$ cat src/rtl/flop_sram_pkg.sv
// Shared definitions for the flop-based 1R1W memory model: address-width
// helper and the value Q takes on reset or while shut down.
package flop_sram_pkg;

    // Value of every Q bit after reset and while the macro is shut down.
    localparam logic Q_BLOCK_BIT = 1'b0;

    // Address width for a given depth, never less than one bit.
    function automatic int unsigned addr_width(input int unsigned depth);
        int unsigned w;
        w = $clog2(depth);
        return (w < 1) ? 1 : w;
    endfunction

endpackage

$ cat src/rtl/flop_sram_word.sv
// One storage word of the flop SRAM: a WIDTH-bit register where each bit is
// loaded from d only when its bit_we is 1, otherwise it keeps its value.
module flop_sram_word
    import flop_sram_pkg::*;
#(
    parameter int WIDTH = 8
) (
    input  logic             clk,
    input  logic [WIDTH-1:0] bit_we,
    input  logic [WIDTH-1:0] d,
    output logic [WIDTH-1:0] q
);

    logic [WIDTH-1:0] data_d;
    logic [WIDTH-1:0] data_q;

    // Merge new data into the stored word bit by bit.
    always_comb begin
        data_d = (data_q & ~bit_we) | (d & bit_we);
    end

    // Storage register.
    // NOTE: the array is deliberately not reset; real SRAM contents are
    // undefined after reset and resetting every word would cost a reset net per flop.
    always_ff @(posedge clk) begin
        // NOTE: non-blocking assignment keeps all flops updating from pre-edge values.
        data_q <= data_d;
    end

    assign q = data_q;

endmodule

$ cat src/rtl/flop_sram_1r1w_1clk.sv
// Flop-based 1-read/1-write memory on a single clock, active-low strobes,
// registered read data (1-cycle latency), read-before-write on collision.
// Optional macro FLOP_SRAM_CHECK_EN adds simulation-only immediate assertions.
module flop_sram_1r1w_1clk
    import flop_sram_pkg::*;
#(
    parameter  int WIDTH     = 8,
    parameter  int DEPTH     = 8,
    parameter  int WITH_MASK = 0,
    parameter  int WITH_SD   = 0,
    parameter  int WITH_SLP  = 0,
    localparam int AW        = addr_width(DEPTH)
) (
    input  logic             clk,
    input  logic             rst,
    input  logic [AW-1:0]    AA,
    input  logic [WIDTH-1:0] D,
    input  logic [WIDTH-1:0] BWEB,
    input  logic             WEB,
    input  logic [AW-1:0]    AB,
    input  logic             REB,
    output logic [WIDTH-1:0] Q,
    input  logic             SD,
    input  logic             SLP
);

    localparam logic [WIDTH-1:0] Q_ZERO = {WIDTH{Q_BLOCK_BIT}};

    logic             sd_act;
    logic             slp_act;
    logic             wr_go;
    logic [WIDTH-1:0] bit_we;
    logic [WIDTH-1:0] word_we [DEPTH];
    logic [WIDTH-1:0] words   [DEPTH];
    logic [WIDTH-1:0] rd_data;
    logic [WIDTH-1:0] q_d;
    logic [WIDTH-1:0] q_q;

    // Power-state qualifiers; disabled features are tied off by parameter.
    assign sd_act  = (WITH_SD != 0) && SD;
    assign slp_act = (WITH_SLP != 0) && SLP;

    // A write is aborted while blocked or while reset is asserted.
    assign wr_go  = !WEB && !sd_act && !slp_act && !rst;
    assign bit_we = (WITH_MASK != 0) ? ~BWEB : {WIDTH{1'b1}};

    // Storage: out-of-range AA matches no word, so such a write is dropped.
    for (genvar i = 0; i < DEPTH; i++) begin : g_word
        assign word_we[i] = (wr_go && (AA == AW'(i))) ? bit_we : '0;

        flop_sram_word #(.WIDTH(WIDTH)) u_word (
            .clk    (clk),
            .bit_we (word_we[i]),
            .d      (D),
            .q      (words[i])
        );
    end

    // Read mux; an out-of-range AB selects zero.
    always_comb begin
        // NOTE: default assigned first so no path leaves rd_data unassigned (no latch).
        rd_data = Q_ZERO;
        for (int i = 0; i < DEPTH; i++) begin
            if (AB == AW'(i)) begin
                rd_data = words[i];
            end
        end
    end

    // Next Q: shutdown clears, sleep holds, an enabled read loads the old word.
    always_comb begin
        q_d = q_q;
        if (sd_act) begin
            q_d = Q_ZERO;
        end else if (slp_act) begin
            q_d = q_q;
        end else if (!REB) begin
            q_d = rd_data;
        end
    end

    // Output register, cleared asynchronously by reset.
    always_ff @(posedge clk or posedge rst) begin
        if (rst) begin
            q_q <= Q_ZERO;
        end else begin
            q_q <= q_d;
        end
    end

    assign Q = q_q;

`ifdef FLOP_SRAM_CHECK_EN
    if (WIDTH < 1 || DEPTH < 2) begin : g_param_check
        $error("flop_sram_1r1w_1clk: WIDTH must be >=1 and DEPTH >=2");
    end

    // Sanity checks on control inputs and enabled access addresses.
    always @(posedge clk) begin
        if (!rst) begin
            assert (!$isunknown({WEB, REB, SD, SLP}))
                else $error("flop_sram_1r1w_1clk: X/Z on control input");
            if (WEB == 1'b0) begin
                assert (AA < DEPTH) else $error("flop_sram_1r1w_1clk: AA out of range");
            end
            if (REB == 1'b0) begin
                assert (AB < DEPTH) else $error("flop_sram_1r1w_1clk: AB out of range");
            end
        end
    end
`else
    // Checks compiled out; functional behaviour is unchanged.
`endif

endmodule

$ cat config.mk
export PLATFORM = sky130hd
export DESIGN_NAME = flop_sram_1r1w_1clk
export DESIGN_NICKNAME = d
export VERILOG_FILES = /design/src/rtl/flop_sram_pkg.sv /design/src/rtl/flop_sram_word.sv /design/src/rtl/flop_sram_1r1w_1clk.sv
export SDC_FILE = /design/constraint.sdc
export NUM_CORES = 1
export LEC_CHECK = 0
export BUFFER_PORTS_ARGS = -buffer_cell sky130_fd_sc_hd__clkbuf_2
export CORE_UTILIZATION = 47
export CTS_CLUSTER_SIZE = 8
export DETAILED_ROUTE_END_ITERATION = 16
export HOLD_SLACK_MARGIN = 0.05
export PLACE_DENSITY = 0.75
export SLEW_MARGIN = 25
export SYNTH_ARGS = -nofsm -noshare
export SYNTH_HDL_FRONTEND = slang
export SYNTH_SLANG_ARGS = --single-unit
export TNS_END_PERCENT = 30
$ cat constraint.sdc
create_clock -name clk -period 1.9 [get_ports clk]
set_input_delay 0 -clock clk [delete_from_list [all_inputs] [get_ports clk]]
set_output_delay 0 -clock clk [all_outputs]
set_load 0.03 [all_outputs]
# Yosys cells after proc, flatten, opt, wreduce, memory -nomap -nowiden
# Index checks and enable logic that the tools add are counted.
# word_totals
ff_bits	72
in_bits	28
output_inout_bits	8
elab_cells	84
# op_classes
n_eq_ne	14
muxes	16
n_bitwise	32
n_reduce_logical	13
# op_table
cell	n
8-bit AND	16
8-bit two-way mux	16
8-bit inverter	8
8-bit bitwise OR	8
3-bit equality test (second input constant)	8
3-bit by 2-bit equality test with 1-bit output (second input constant)	4
1-bit logical AND	9
3-bit by 1-bit equality test with 1-bit output (second input constant)	2
3-bit logical NOT	2
1-bit logical NOT	2

# Logic depth before layout (Yosys ltp)
# Gate-level depths: netlist of the first run.
# logic_depth
depth_word	9
mapped_depth	6
mapped_depth_nobuf	4

# Modules after synthesis
# Synthesis of the first run repeated with hierarchy kept, for this count alone.
# hier_totals
cells_unflattened	195
area_unflattened_um2	2934.1
# by_module_without_submodules
mod	n_inst	cells_per_inst	area_per_inst_um2	seq_area_each_um2
flop_sram_word	8	8	240.2	240.2
flop_sram_1r1w_1clk	1	131	1012.2	200.2

# Worst setup path after synthesis of the first run
# Ideal clock, no wire load.
# synth_path
kind	in2reg
from	in AA[1]
to	reg with a tool-made name
setup_time_ps	383
t_arrival_ps	1031
t_required_ps	1517
path_slack_ps	485
cell_stages	2
path_buffers	0
cell_sequence	or3_1 -> nor3_1
# synth_lines
item	line_no	source
start, declared	flop_sram_1r1w_1clk.sv:16	input logic [AW-1:0] AA,

==> out/metrics.csv, run 1 <==
stage,metric,value,unit
status,status,"complete, no violations",
worst_setup_path,CP Launch Type,primary input,
sta,RSZ-0062 raised after global routing,false,
sta,setup TNS,0,ns
die,IO Pins,36,
die,Die Width,82.9,um
place,placed inst area,3340,um^2
synthesis,yosys warns,0,
place,placed cells,337,
synthesis,Mapped Cells,233,
finish,Final Net Count,309,
worst_setup_path,flop-to-flop setup slack,0.65,ns
clock_network,Clock Latency Late Sink,0.35,ns
clock_network,Max Buffers Root-to-Sink,2,
die,# rows,29,
place,routability congestion estimate,0.733,
finish,Multi-input gate area,856,um^2
clock_network,clock sinks,72,
clock_network,Worst-path clk slew,0.08,ns
finish,Layout Cells excl Fill,363,
sta,highest clock rate,702,MHz
synthesis,"Distinct cells, synth",30,
routing,# DRC,0,
grt,first-pass GRT wire length,10600,um
finish,register area,2120,um^2
synthesis,ys flop type,edfxtp_1,
routing,Iter 0 DRT Violations,124,
clock_network,Num CTS Buffers,9,
grt,total gr overflow,0,
synthesis,Post-Syn Area,3080,um^2
power_and_ir_drop,P per Cell Area,903,nW/um^2
synthesis,dominant cells by area after synthesis,"edfxtp_1 62%, dfrtp_1 6.5%, a21oi_1 3.4%",
worst_setup_path,reg2reg end,Q[7],
clock_network,cts repair resizes,0,
worst_setup_path,"Max FO, Critical Path",7,
worst_setup_path,CP startpoint,rst,
routing,drt total wl,6470,um
die,DIE AREA,6880,um^2
synthesis,asr flop ratio synth,0.111,
sta,Final period util,0.749,
clock_network,clk root buf,clkbuf_8,
worst_hold_path,Hold Crit Depth,3,
place,DP HPWL,4140,um
worst_setup_path,R2R cell count,4,
finish,cell area after layout,3640,um^2
routing,Post-DRT Antenna Nets,0,
sta,worst-margin pin slew,0.404,ns
sta,Final setup violation count,0,
sta,Final Skew,0.00859,ns
routing,DRT Pass-1 Iters,4,
finish,FILL cells,495,
grt,antenna violations before repair,0,
routing,via/cell ratio,5.61,
die,CORE AREA,6350,um^2
finish,antenna cells,0,
synthesis,sequential element share of the synthesized area,0.689,
routing,M1 wire length,2820,um
worst_hold_path,Hold Path Class,in2reg,
die,Die Y,82.9,um
synthesis,number of synthesized flops with an enable pin,64,
sta,Final Hold Fails,0,
sta,Slew headroom,0.731,
worst_setup_path,Crit Path Category,in2reg,
routing,post-DR wirelength/cell,17.8,um
clock_network,CTS tree,yes,
worst_setup_path,"Req. time, crit path",1.95,ns
sta,"Slew Viols, Final",0,
synthesis,"top cells by count, synth","64 x edfxtp_1, 21 x a21oi_1, 20 x nor2_1",
grt,number of global-route vias before repair,2110,
run,max-cap violations,0,
clock_network,htree depth,3,
synthesis,most common cell in the netlist,edfxtp_1,
routing,vias,2036,
synthesis,post-synthesis register bit count,72,
routing,met3 routed WL,313,um
synthesis,Yosys top cell by area,edfxtp_1,
die,starting density of the core,0.485,
power_and_ir_drop,VDD IR-drop max,0.000640,V
grt,GRT Overall Usage,0.207,
grt,largest net degree at the start of global routing,26,
worst_hold_path,Hold Startpoint,AA[2],
finish,share of cells above drive strength 1,0.217,
place,port bufs,25,
power_and_ir_drop,Leak,1.27,nW
finish,Layout area overhead,18.2,%
worst_setup_path,WP data arrival,1.48,ns
sta,fin crit period,1.42,ns
power_and_ir_drop,total power,3.29,mW
routing,Max Used Layer,met4,
synthesis,synthesized area per cell,13.2,um^2
routing,met2 wire len,3270,um
worst_setup_path,CP endpoint kind,flip-flop,
synthesis,share of the synthesized area in the top cell type,0.624,
synthesis,syn nets,261,
-- timing repair --
action                                 in CTS  in global routing
buffers inserted                            0                  0
endpoints found under the hold margin      73                  0
hold buffers                               10                  0
-- cells in the final DEF (no fill, tap or decap), types with 3 or more instances in the layout --
master,netlist,routed
a21boi_1,6,6
nor3b_1,12,12
o21ai_0,7,7
clkinv_4,0,3
inv_1,4,4
clkbuf_8,0,9
edfxtp_1,64,64
o22ai_1,7,7
clkbuf_2,1,25
buf_4,0,17
nor3_1,16,16
dlygate4sd3_1,0,10
o32ai_1,7,7
nor2b_1,8,8
dfrtp_1,8,8
a21oi_1,21,21
nand2_1,11,11
nand2b_1,15,15
nor2_1,20,20
-- cell families after synthesis --
group | Yosys count | share of synthesized area
buffers and inverters | 19 | 0.0329
DFF | 72 | 0.689
and+or+nand+nor | 87 | 0.156
AOI/OAI and AO/OA | 53 | 0.114
muxes | 2 | 0.00813
-- worst max path at each step --
stage	cells past startpoint	end
floorplan	2	flip-flop
global placement	5	Q[3]
detailed placement	5	Q[3]
CTS	5	flip-flop
global route	5	flip-flop
finish	5	flip-flop
-- power by group --
group | internal, mW | total (mW) | switching (mW)
registers | 1.77 | 1.79 | 0.0208
logic | 0.119 | 0.317 | 0.198
clock network | 0.605 | 1.18 | 0.571
total | 2.50 | 3.29 | 0.790
-- layout make-up --
class,count,area share
repair buffers,52,0.0970
multi-input cells,142,0.235
well taps,77,0.0265
clock inverters,7,0.0199
flip-flops and latches,72,0.583
clock buffers,9,0.0340
inverters,4,0.00413
-- worst max-delay path, cell delays in order --
cell           delay [ns]
dlygate4sd3_1        0.54
clkbuf_2             0.12
or3_1                0.41
nor2_1               0.19
buf_4                0.21
-- layer usage --
layer	vias to the layer above	track usage
li1	973	-
met1	995	0.260
met2	61	0.326
met3	7	0.0626
met4	0	0.105
met5	-	0
-- through the flow --
| stage | worst slack [ns] | util | hold WS, ns |
|---|---|---|---|
| 4_1_cts | 0.478 | 0.573 | 0.0702 |
| 6_report | 0.476 | 0.573 | 0.0730 |
| 3_3_place_gp | 0.650 | 0.526 | 0.00634 |
| 5_1_grt | 0.393 | 0.573 | 0.103 |
| 3_5_place_dp | 0.614 | 0.526 | 0.0120 |
| 2_1_floorplan | 0.485 | - | -0.184 |
No activity file was read; power rests on OpenSTA's default activity.
==> run 2: changes to the inputs <==
--- a/config.mk
+++ b/config.mk
@@ -10,7 +10,7 @@
 export CTS_CLUSTER_SIZE = 8
 export DETAILED_ROUTE_END_ITERATION = 16
 export HOLD_SLACK_MARGIN = 0.05
-export PLACE_DENSITY = 0.75
+export PLACE_DENSITY = 0.78
 export SLEW_MARGIN = 25
 export SYNTH_ARGS = -nofsm -noshare
 export SYNTH_HDL_FRONTEND = slang
==> constraint.sdc (replaced) <==
create_clock -name clk -period 1.19 [get_ports clk]
set_input_delay 0 -clock clk [delete_from_list [all_inputs] [get_ports clk]]
set_output_delay 0 -clock clk [all_outputs]
set_load 0.03 [all_outputs]
==> out/metrics.csv, run 2 (same netlist as run 1, synthesis figures left out) <==
stage,metric,value,unit,change
routing,vias,2015,,-1.0%
routing,post-DR wirelength/cell,16.7,um,-6.0%
routing,met2 wire len,3120,um,-4.6%
finish,"most common cell after layout, fill and taps aside",edfxtp_1,,
die,DIE AREA,6880,um^2,unchanged
place,DP HPWL,4070,um,-1.5%
worst_setup_path,WP data arrival,1.37,ns,-0.11 ns
worst_setup_path,Critical Path Max Stage Delay,0.37,ns,-0.17 ns
worst_setup_path,CP Launch Type,flip-flop,,
die,Die Width,82.9,um,unchanged
sta,highest clock rate,883,MHz,
worst_setup_path,CP endpoint,Q[7],,
routing,Max Used Layer,met4,,
worst_setup_path,Crit-path slowest cell,edfxtp_1,,
routing,via/cell ratio,5.49,,-2.1%
finish,share of cells above drive strength 1,0.252,,+0.0349
grt,number of global-route vias before repair,2025,,-4.0%
die,CORE AREA,6350,um^2,unchanged
die,# rows,29,,unchanged
run,max-cap violations,0,,unchanged
finish,register area,2120,um^2,unchanged
grt,total gr overflow,0,,unchanged
worst_hold_path,Hold Path Class,in2reg,,
sta,Final Hold Fails,0,,unchanged
clock_network,clk root buf,clkbuf_8,,
worst_setup_path,reg2reg end,Q[7],,
clock_network,clock sinks,72,,unchanged
place,routability congestion estimate,0.772,,+5.3%
sta,"Slew Viols, Final",0,,unchanged
worst_setup_path,"Max FO, Critical Path",1,,-6
power_and_ir_drop,Leak,1.31,nW,+2.5%
routing,# DRC,0,,unchanged
clock_network,CTS tree,yes,,
sta,Final setup violation count,0,,unchanged
finish,Multi-input gate area,905,um^2,+5.7%
worst_hold_path,Hold Startpoint,AA[0],,
worst_setup_path,flop-to-flop setup slack,0.06,ns,-0.59 ns
sta,Slew headroom,0.736,,+0.00538
clock_network,Num CTS Buffers,9,,unchanged
worst_setup_path,"Req. time, crit path",1.42,ns,-0.53 ns
power_and_ir_drop,P per Cell Area,1430,nW/um^2,+58%
worst_setup_path,crit-path cells,"mux2_4, and3_4, nor4_4, a21oi_1",,
power_and_ir_drop,VDD IR-drop max,0.00118,V,+84%
finish,Layout Cells excl Fill,367,,+1.1%
place,port bufs,25,,unchanged
worst_setup_path,CP endpoint kind,flip-flop,,
sta,fin crit period,1.13,ns,
place,placed cells,341,,+1.2%
die,Die Y,82.9,um,unchanged
routing,drt total wl,6150,um,-5.0%
sta,worst-margin pin slew,0.396,ns,-0.00806 ns
clock_network,Clock Latency Late Sink,0.35,ns,about the same
grt,antenna violations before repair,0,,unchanged
die,IO Pins,36,,unchanged
clock_network,Worst-path clk slew,0.08,ns,about the same
clock_network,Max Buffers Root-to-Sink,2,,unchanged
status,status,"complete, no violations",,
finish,FILL cells,488,,-1.4%
routing,met3 routed WL,283,um,-9.6%
worst_setup_path,R2R cell count,4,,unchanged
die,starting density of the core,0.485,,unchanged
routing,DRT Pass-1 Iters,4,,unchanged
grt,largest net degree at the start of global routing,34,,+31%
clock_network,htree depth,3,,unchanged
finish,fin util,0.590,,+0.0173
grt,first-pass GRT wire length,10000,um,-4.8%
worst_setup_path,Crit Path Category,reg2reg,,
routing,Iter 0 DRT Violations,117,,-5.6%
routing,Post-DRT Antenna Nets,0,,unchanged
sta,RSZ-0062 raised after global routing,false,,
grt,GRT Overall Usage,0.194,,-0.0128
finish,most frequent cells in the layout,"64 x edfxtp_1, 25 x clkbuf_2, 21 x a21oi_1, 20 x nor2_1, 19 x buf_4",,
finish,antenna cells,0,,unchanged
sta,Final Skew,0.00662,ns,-0.00198 ns
routing,M1 wire length,2580,um,-8.4%
finish,Final Net Count,313,,+1.3%
finish,Layout area overhead,21.7,%,
sta,Final period util,0.952,,
run 2: cell types whose count changed in the layout (fill, tap and decap cells not counted), sizes merged:
cell | previous run | this run
clkinv | 5 | 1
inv | 4 | 6
buf | 17 | 21
clkinvlp | 1 | 3
run 2: timing repair:
action,in CTS,in global routing
hold endpoints to repair,73,0
pin swaps,0,3
endpoints found under the setup margin,2,5
hold buffers,10,0
gates resized for setup,1,5
buffers inserted,0,0
run 2: how the worst min path moves through the flow:
stage	depth (start not counted)	endpoint
2_1_floorplan	1	Q[0]
3_3_place_gp	2	Q[7]
3_5_place_dp	2	Q[3]
4_1_cts	3	Q[4]
5_1_grt	3	flip-flop
6_report	3	flip-flop
run 2: layout make-up:
class                           instances  area share
Sequential cell                        72       0.566
Inverter                                4     0.00401
Clock buffer                            9      0.0330
Timing Repair Buffer                   56       0.109
Multi-Input combinational cell        142       0.241
Clock inverter                          7      0.0210
Tap cell                               77      0.0257
run 2: power breakdown:
part	switching (mW)	leakage, nW	internal [mW]
logic	0.326	0.543	0.217
clock network	0.957	0.0925	0.984
registers	0.0317	0.670	2.83
total	1.31	1.31	4.03
run 2: through the flow:
step | setup slack, ns | setup TNS (ns) | power [mW] | instance area [um^2] | hold slack (ns)
floorplan | -0.0112 | -0.180 | 3.22 | 3080 | -0.184
global placement | -0.00759 | -0.00759 | 3.40 | 3400 | -0.00351
detailed placement | -0.0639 | -0.0746 | 3.42 | 3400 | 0.00124
CTS | -0.0339 | -0.0339 | 5.37 | 3710 | 0.161
global route | 0.00187 | 0 | 5.54 | 3750 | 0.187
finish | 0.0571 | 0 | 5.34 | 3750 | 0.175
run 2: layer usage:
| metal | global-route usage | vias up |
|---|---|---|
| li1 | - | 973 |
| met1 | 0.244 | 968 |
| met2 | 0.312 | 57 |
| met3 | 0.0507 | 17 |
| met4 | 0.0956 | 0 |
| met5 | 0 | - |
run 2: critical path: cells and delay by family, from the launching register on:
kind / cells / cell delay (ns)
AOI/OAI and AO/OA: 1 / 0.07
DFF: 1 / 0.37
muxes: 1 / 0.28
and+or+nand+nor: 2 / 0.30
==> run 3: changes to the inputs <==
--- a/config.mk
+++ b/config.mk
@@ -5,12 +5,12 @@
 export SDC_FILE = /design/constraint.sdc
 export NUM_CORES = 1
 export LEC_CHECK = 0
-export BUFFER_PORTS_ARGS = -buffer_cell sky130_fd_sc_hd__clkbuf_2
 export CORE_UTILIZATION = 47
 export CTS_CLUSTER_SIZE = 8
 export DETAILED_ROUTE_END_ITERATION = 16
+export DONT_BUFFER_PORTS = 1
 export HOLD_SLACK_MARGIN = 0.05
-export PLACE_DENSITY = 0.78
+export PLACE_DENSITY = 0.73
 export SLEW_MARGIN = 25
 export SYNTH_ARGS = -nofsm -noshare
 export SYNTH_HDL_FRONTEND = slang
==> out/metrics.csv, run 3 (same netlist as run 1, synthesis figures left out) <==
stage,metric,value,unit,change
clock_network,clk root buf,clkbuf_8,,
sta,worst-margin pin slew,0.431,ns,+0.0359 ns
place,port bufs,0,,-100%
sta,highest clock rate,833,MHz,-5.7%
worst_hold_path,Hold Crit Depth,1,,-2
finish,Layout area overhead,17.7,%,
worst_setup_path,Crit path depth,4,,unchanged
routing,# DRC,0,,unchanged
place,DP HPWL,3790,um,-6.9%
finish,Final Net Count,289,,-7.7%
finish,share of cells above drive strength 1,0.162,,-0.0901
grt,number of global-route vias before repair,1990,,-1.7%
worst_setup_path,Critical Path Max Stage Delay,0.37,ns,about the same
finish,antenna cells,0,,unchanged
die,IO Pins,36,,unchanged
sta,RSZ-0062 raised after global routing,true,,
clock_network,Worst-path clk slew,0.07,ns,about the same
grt,antenna violations before repair,0,,unchanged
sta,Final Hold Fails,8,,+8
worst_setup_path,R2R cell count,4,,unchanged
worst_setup_path,worst path buffer plus inverter count,0,,unchanged
clock_network,Num CTS Buffers,9,,unchanged
finish,fin util,0.571,,-0.0195
worst_setup_path,Crit Path Category,reg2reg,,
die,Die Y,82.9,um,unchanged
routing,via/cell ratio,5.75,,+4.7%
place,dpl ws,-0.0141,ns,+0.0498 ns
power_and_ir_drop,P per Cell Area,1540,nW/um^2,+7.8%
sta,Final Skew,0.0100,ns,+0.00341 ns
status,status,"finished, violations left",,
clock_network,Clock Latency Late Sink,0.34,ns,about the same
clock_network,htree depth,3,,unchanged
worst_setup_path,reg2reg end,Q[7],,
die,Die Width,82.9,um,unchanged
worst_hold_path,Hold Startpoint,REB,,
worst_setup_path,flop-to-flop setup slack,-0.01,ns,-0.07 ns
worst_setup_path,Crit path max-delay family,flip-flops,,
sta,Final setup violation count,1,,+1
worst_setup_path,"Req. time, crit path",1.41,ns,about the same
grt,total gr overflow,0,,unchanged
worst_hold_path,Hold Path Class,in2reg,,
sta,Final period util,1.01,,+0.0571
status,failing checks,"hold timing, setup timing",,
run,max-cap violations,0,,unchanged
worst_setup_path,"Max FO, Critical Path",1,,unchanged
die,DIE AREA,6880,um^2,unchanged
finish,most frequent cells in the layout,"64 x edfxtp_1, 21 x a21oi_1, 20 x nor2_1, 20 x buf_4",,
power_and_ir_drop,Leak,1.22,nW,-6.6%
routing,vias,1972,,-2.1%
sta,worst setup margin,-0.0108,ns,-0.0679 ns
worst_setup_path,WP data arrival,1.43,ns,+0.06 ns
clock_network,clock sinks,72,,unchanged
grt,first-pass GRT wire length,10200,um,+1.6%
clock_network,Max Buffers Root-to-Sink,2,,unchanged
finish,"most common cell after layout, fill and taps aside",edfxtp_1,,
die,CORE AREA,6350,um^2,unchanged
power_and_ir_drop,VDD IR-drop max,0.000941,V,-20%
routing,post-DR wirelength/cell,18.4,um,+9.6%
sta,hold_ws,-0.251,ns,-0.425 ns
finish,cell area after layout,3620,um^2,-3.3%
grt,largest net degree at the start of global routing,52,,+53%
place,placed inst area,3240,um^2,-4.6%
worst_setup_path,crit-path cells,"mux2_4, and3_4, nor4_4, a21oi_1",,
clock_network,CTS tree,yes,,
routing,Post-DRT Antenna Nets,0,,unchanged
worst_setup_path,CP endpoint kind,flip-flop,,
clock_network,Setup Buffers After CTS,0,,unchanged
worst_setup_path,CP Launch Type,flip-flop,,
routing,Iter 0 DRT Violations,204,,+74%
routing,drt total wl,6300,um,+2.5%
sta,Slew headroom,0.712,,-0.0239
place,routability congestion estimate,0.777,,+0.63%
worst_hold_path,worst min-delay path endpoint,Q[7],,
routing,DRT Pass-1 Iters,4,,unchanged
sta,fin crit period,1.20,ns,+0.0679 ns
grt,GRT Overall Usage,0.199,,+0.00453
die,starting density of the core,0.485,,unchanged
die,# rows,29,,unchanged
worst_setup_path,Crit-path slowest cell,edfxtp_1,,
sta,"Slew Viols, Final",0,,unchanged
run 3: cell count changes in the layout (fill, tap and decap cells not counted), moves of 2 or more:
cell / previous run / this run
buf_12: 2 / 0
bufinv_16: 1 / 3
clkbuf_2: 25 / 0
clkinvlp_4: 3 / 1
dlygate4sd3_1: 10 / 12
inv_6: 2 / 0
o32ai_1: 3 / 6
o32ai_2: 4 / 1
run 3: area by class of cell:
class / count / area, um^2
clock buffers: 9 / 124
clock inverters: 7 / 120
flip-flops and latches: 72 / 2120
well taps: 77 / 96.3
repair buffers: 32 / 270
fillers: 492 / 2730
inverters: 4 / 15.0
multi-input cells: 142 / 877
run 3: power by group:
part / switching (mW) / total, mW / internal [mW]
sequential: 0.0370 / 2.87 / 2.83
clock: 0.886 / 2.28 / 1.39
combinational: 0.237 / 0.425 / 0.188
run 3: what timing repair did:
action	CTS	global route
endpoints found under the hold margin	92	15
hold buffers	11	1
pin swaps	0	1
gates cloned	0	0
setup endpoints to repair	1	3
resized for setup	0	3
run 3: through the flow:
step / TNS, ns / cells / power (mW)
CTS: -0.0397 / 342 / 5.58
global placement: 0 / 315 / 3.27
detailed placement: -0.0141 / 315 / 3.28
floorplan: -0.180 / 233 / 3.22
finish: -0.0108 / 343 / 5.57
global route: -0.0704 / 343 / 5.75
run 3: worst max path at each step:
stage / start / to / slack [ns]
after floorplan: AA[1] / flip-flop / -0.01
after global placement: flip-flop / Q[7] / 0.04
final: flip-flop / Q[7] / -0.01
after CTS: flip-flop / Q[7] / -0.04
after detailed placement: flip-flop / Q[7] / -0.01
after global routing: flip-flop / Q[7] / -0.07
run 3: worst register-to-register path, stage by stage, from the launching register on:
cell,delay (ns)
edfxtp_1,0.37
mux2_4,0.28
and3_4,0.18
nor4_4,0.19
a21oi_1,0.07
run 3: per-layer routing:
metal  part of all wire  vias up  global-route usage  wire length [um]
li1                   -      925                   -                 -
met1               0.41      977               0.270              2570
met2               0.50       66               0.310              3150
met3              0.085        4              0.0557               536
met4             0.0064        0              0.0658                40
met5                  0        -                   0                 0
